--- src/rtl/ram_arbiter_2p.sv ---
// ram_arbiter_2p
// Two-requester arbiter/sequencer in front of a small single-port RAM.
// It runs one access at a time through IDLE -> SERVE -> DONE, registers read
// data per requester and acks the granted requester with a one-cycle pulse.
// Optional build macro: RAM_ARB_FIXED_PRIO_EN selects fixed priority (port 0
// wins every tie). Without it, ties are broken round-robin.
module ram_arbiter_2p #(
    parameter int DATA_W = 4,
    parameter int ADDR_W = 3,
    parameter int DEPTH  = 4
) (
    input  logic              clk_i,
    input  logic              rst_ni,
    input  logic              req0_i,
    input  logic              req1_i,
    input  logic              we0_i,
    input  logic              we1_i,
    input  logic [ADDR_W-1:0] addr0_i,
    input  logic [ADDR_W-1:0] addr1_i,
    input  logic [DATA_W-1:0] wdata0_i,
    input  logic [DATA_W-1:0] wdata1_i,
    output logic              ack0_o,
    output logic              ack1_o,
    output logic              err0_o,
    output logic              err1_o,
    output logic [DATA_W-1:0] rdata0_o,
    output logic [DATA_W-1:0] rdata1_o,
    output logic              mem_wr_o,
    output logic              mem_rd_o,
    output logic [ADDR_W-1:0] mem_add_o,
    output logic [DATA_W-1:0] mem_din_o,
    input  logic [DATA_W-1:0] mem_dout_i
);

    typedef enum logic [1:0] {
        IDLE  = 2'd0,
        SERVE = 2'd1,
        DONE  = 2'd2
    } state_t;

    state_t            state_q;
    state_t            state_d;
    logic              gnt_q;
    logic              we_q;
    logic [ADDR_W-1:0] addr_q;
    logic [DATA_W-1:0] wdata_q;
    logic [DATA_W-1:0] rdata0_q;
    logic [DATA_W-1:0] rdata1_q;
    logic              anyReq;
    logic              gntSel;
    logic              inRange;

    // Addresses at or beyond DEPTH never reach the RAM; they are flagged with err.
    assign inRange = int'(addr_q) < DEPTH;
    assign anyReq  = req0_i | req1_i;

`ifdef RAM_ARB_FIXED_PRIO_EN
    // Fixed priority: port 0 wins whenever it is requesting.
    always_comb begin
        gntSel = ~req0_i;
    end
`else
    logic lastGnt_q;

    // Round-robin: a lone requester wins; on a tie the port not served last wins.
    always_comb begin
        gntSel = ~req0_i;
        if (req0_i && req1_i) begin
            gntSel = ~lastGnt_q;
        end
    end

    // Remember the most recently completed grant; reset favours port 0 on the first tie.
    always_ff @(posedge clk_i or negedge rst_ni) begin
        if (!rst_ni) begin
            lastGnt_q <= 1'b1;
        end else if (state_q == DONE) begin
            lastGnt_q <= gnt_q;
        end
    end
`endif

    // State register for the access sequencer.
    always_ff @(posedge clk_i or negedge rst_ni) begin
        if (!rst_ni) begin
            state_q <= IDLE;
        end else begin
            state_q <= state_d;
        end
    end

    // Next-state logic: every access takes exactly one SERVE and one DONE cycle.
    always_comb begin
        state_d = state_q;
        case (state_q)
            IDLE:    if (anyReq) state_d = SERVE;
            SERVE:   state_d = DONE;
            DONE:    state_d = IDLE;
            default: state_d = IDLE;
        endcase
    end

    // Capture the winning request in IDLE; these registers also drive the RAM
    // address/data lines, so they hold their value between accesses.
    always_ff @(posedge clk_i or negedge rst_ni) begin
        if (!rst_ni) begin
            gnt_q   <= 1'b0;
            we_q    <= 1'b0;
            addr_q  <= '0;
            wdata_q <= '0;
        end else if (state_q == IDLE && anyReq) begin
            gnt_q   <= gntSel;
            we_q    <= gntSel ? we1_i    : we0_i;
            addr_q  <= gntSel ? addr1_i  : addr0_i;
            wdata_q <= gntSel ? wdata1_i : wdata0_i;
        end
    end

    // Read data is captured at the edge closing SERVE and held per requester
    // until that requester's next in-range read completes.
    always_ff @(posedge clk_i or negedge rst_ni) begin
        if (!rst_ni) begin
            rdata0_q <= '0;
            rdata1_q <= '0;
        end else if (state_q == SERVE && !we_q && inRange) begin
            if (gnt_q) begin
                rdata1_q <= mem_dout_i;
            end else begin
                rdata0_q <= mem_dout_i;
            end
        end
    end

    assign mem_wr_o  = (state_q == SERVE) &&  we_q && inRange;
    assign mem_rd_o  = (state_q == SERVE) && !we_q && inRange;
    assign mem_add_o = addr_q;
    assign mem_din_o = wdata_q;

    assign ack0_o   = (state_q == DONE) && !gnt_q;
    assign ack1_o   = (state_q == DONE) &&  gnt_q;
    assign err0_o   = ack0_o && !inRange;
    assign err1_o   = ack1_o && !inRange;
    assign rdata0_o = rdata0_q;
    assign rdata1_o = rdata1_q;

endmodule
--- config.mk ---
export PLATFORM = sky130hd
export DESIGN_NAME = ram_arbiter_2p
export DESIGN_NICKNAME = d
export VERILOG_FILES = /design/src/rtl/ram_arbiter_2p.sv
export SDC_FILE = /design/constraint.sdc
export NUM_CORES = 1
export LEC_CHECK = 0
export CORE_UTILIZATION = 42
export CTS_BUF_LIST = sky130_fd_sc_hd__clkbuf_16
export DETAILED_ROUTE_END_ITERATION = 16
export PLACE_DENSITY = 0.83
export SLEW_MARGIN = 30
export SYNTH_ARGS = -nofsm -noshare
export SYNTH_HDL_FRONTEND = slang
export SYNTH_SLANG_ARGS = --single-unit
--- constraint.sdc ---
create_clock -name clk_i -period 2.2 [get_ports clk_i]
set_clock_uncertainty 0.05 [all_clocks]
set_input_delay 0.55 -clock clk_i [delete_from_list [all_inputs] [get_ports clk_i]]
set_output_delay 0.55 -clock clk_i [all_outputs]
set_load 0.05 [all_outputs]
==> flow_metrics.env <==
export IMPL_placed_area_sq_um=1450
export IMPL_synthTopCellsByArea="dfrtp_1 52%, mux2_2 9.8%, a31oi_1 6.2%, a21oi_1 4.9%, nand3_1 4.4%"
export IMPL_ctsHoldBuffers=0
export IMPL_synth_xor_area_frac=0
export IMPL_yosys_area_share_simple=0.159
export IMPL_drc=0
export IMPL_hp_start="rdata1_o[2]"
export IMPL_endpoint_kind="output port"
export IMPL_clockBufferDepth=2
export IMPL_layout_drive_gt1_share=0.198
export IMPL_via_per_inst=5.21
export IMPL_yosys_top_cells_count="19 x dfrtp_1, 9 x a21oi_1, 9 x a31oi_1"
export IMPL_synth_top_area_share=0.520
export IMPL_synth_seq_cells=20
export IMPL_powerDensity_nw_per_um2=1670
export IMPL_io_buffers=44
export IMPL_grt_pass1_vias=834
export IMPL_diodes=0
export IMPL_vias=823
export IMPL_synthFlopType="dfrtp_1"
export IMPL_fp_dieH_um=48.7
export IMPL_cp_startpoint="mem_add_o[1]"
export IMPL_synthesis_nets=109
export IMPL_coreArea_sq_um=2000
export IMPL_clk_pin_slew_ns=0.05
export IMPL_slew_violations=0
export IMPL_place_ws_ns=0.204
export IMPL_rsz0062_at_grt="no"
export IMPL_grtUsageTotal=0.214
export IMPL_synth_seq_area_share=0.549
export IMPL_synthCells=85
export IMPL_place_gp_congestion=0.761
export IMPL_cpPeakStageDelay_ns=0.81
export IMPL_status="complete, no violations"
export IMPL_critical_path_max_fanout=2
export IMPL_fin_nets=156
export IMPL_slew_headroom=0.663
export IMPL_synth_top_family_by_area="compound AO/OA/AOI/OAI gates"
export IMPL_avgSynthCellArea_sq_um=10.8
export IMPL_antenna_left=0
export IMPL_syn_area_sq_um=915
export IMPL_setup_violations=0
export IMPL_cts_root_buf="clkbuf_16"
export IMPL_wl_per_cell_um=14.1
export IMPL_hpwl_um=1640
export IMPL_worstPathCellList="clkdlybuf4s50_1"
export IMPL_dp_cells=154
export IMPL_critPathTopFamily="buffers and inverters"
export IMPL_drt_wl_total_um=2230
export IMPL_die_w_um=48.7
export IMPL_cts_setup_buffers=0
export IMPL_maxCapViolations=0
export IMPL_timing_rr_end="rdata0_o[0]"
export IMPL_synth_top_area_cell="dfrtp_1"
export IMPL_reg2reg_slack_ns=0.58
export IMPL_worst_setup_path_start_kind="register"
export IMPL_cts_tree="done"
export IMPL_synth_distinct_cells=21
export IMPL_drt_initial_drc_count=8
export IMPL_slowest_stage="clkdlybuf4s50_1"
export IMPL_crit_type="reg2out"
export IMPL_clkSinkCount=20
export IMPL_async_flop_share=1.00
export IMPL_htreeDepth=1
export IMPL_rows=16
export IMPL_worst_pin_slew_ns=0.504
export IMPL_synthMuxAreaShare=0.0985
export IMPL_grt_pass1_wl_um=3760
export IMPL_cp_required_ns=1.60
export IMPL_final_cells=158
export IMPL_yosysMostFrequentCell="dfrtp_1"
export IMPL_setup_tns_ns=0
export IMPL_nFillCells=137
export IMPL_initial_core_util=0.457
export IMPL_antenna_found_initial=0
export IMPL_cts_repair_resized=0
export IMPL_grt_max_degree=21
export IMPL_ios=45
export IMPL_whs_ns=0.451
export IMPL_min_period_ns=2.03
export IMPL_yosysWarningCount=0
export IMPL_endpoint="mem_add_o[1]"
export IMPL_synth_edf_count=0
export IMPL_synth_compound_gate_area_share=0.163
export IMPL_drt_pass1_iterations=4
export IMPL_cp_arrival_ns=1.43
export IMPL_area_growth_pct=67.4
export IMPL_fmax_ghz=0.493
export IMPL_p_leak_nw=0.632
export IMPL_cp_depth=1
export IMPL_worstReg2RegStart="mem_add_o[2]"
export IMPL_clock_latency_ns=0.25
export IMPL_period_share=0.923
export IMPL_setup_slack_ns=0.170
export IMPL_reg2reg_depth=3
export IMPL_peakVddDrop_uv=920
export IMPL_gr_total_overflow=0
export IMPL_cts_buffers=3
export IMPL_hp_class="reg2reg"
export IMPL_dieArea_sq_um=2370
export IMPL_hold_viol_final=0
export IMPL_critPathBufInv=1
export IMPL_synthAdderAreaFrac=0
export IMPL_fin_area_sq_um=1530
power by group:
part | leakage, nW | switching, mW | total [mW] | internal, mW
combinational | 0.356 | 0.912 | 1.48 | 0.567
clock | 0.0423 | 0.130 | 0.372 | 0.242
sequential | 0.233 | 0.140 | 0.704 | 0.563
total | 0.632 | 1.18 | 2.56 | 1.37
worst min path at each step:
stage                              to  depth (start not counted)
after floorplan                 gnt_q                          0
after global placement    rdata1_o[0]                          1
after detailed placement  rdata1_o[2]                          1
after CTS                 rdata1_o[2]                          1
after global routing      rdata1_o[2]                          1
final                     rdata1_o[2]                          1
stage by stage:
step                      power, mW  utilization
after floorplan                1.63            -
after global placement         2.14        0.726
after detailed placement       2.18        0.726
after CTS                      2.56        0.765
after global routing           2.67        0.765
final                          2.56        0.765
cell families after synthesis:
kind of cell           Yosys count
AO/OA/AOI/OAI                   27
buffers and inverters            7
flip-flops                      20
multiplexers                     8
AND/OR/NAND/NOR                 23
metal layers:
metal / track usage / vias to the layer above / wire length, um
met2: 0.389 / 39 / 1190
met5: 0 / - / 0
met1: 0.221 / 383 / 888
li1: - / 397 / -
met4: 0.123 / 0 / 34
met3: 0.0503 / 4 / 116
flip-flops by register name (all words and copies together), names as in the netlist:
register and count:
gnt_q 1, lastGnt_q 1, mem_add_o 3, mem_din_o 4, rdata0_o 4, rdata1_o 4, state_q 2, we_q 1
area by class of cell:
| type | instances | area (sq um) | area share |
|---|---|---|---|
| Multi-Input combinational cell | 58 | 389 | 0.254 |
| Clock buffer | 3 | 75.1 | 0.0490 |
| Clock inverter | 1 | 3.75 | 0.00245 |
| Timing Repair Buffer | 47 | 520 | 0.340 |
| Inverter | 2 | 7.51 | 0.00490 |
| Sequential cell | 20 | 502 | 0.328 |
| Tap cell | 27 | 33.8 | 0.0221 |
cells in the final DEF, fill, tap and decap left out, types with 2 or more instances in the layout:
master / netlist / routed
a21oi_1: 9 / 9
nor2b_1: 2 / 2
buf_12: 0 / 6
buf_4: 0 / 4
o21ai_0: 8 / 8
clkdlybuf4s50_1: 0 / 37
mux2_2: 8 / 8
dfrtp_1: 19 / 19
clkbuf_16: 0 / 3
and2_1: 3 / 3
nor2_2: 0 / 2
nand2b_1: 2 / 2
inv_1: 2 / 3
nand3_1: 8 / 8
a31oi_1: 9 / 9
No activity file was read; power rests on OpenSTA's default activity.
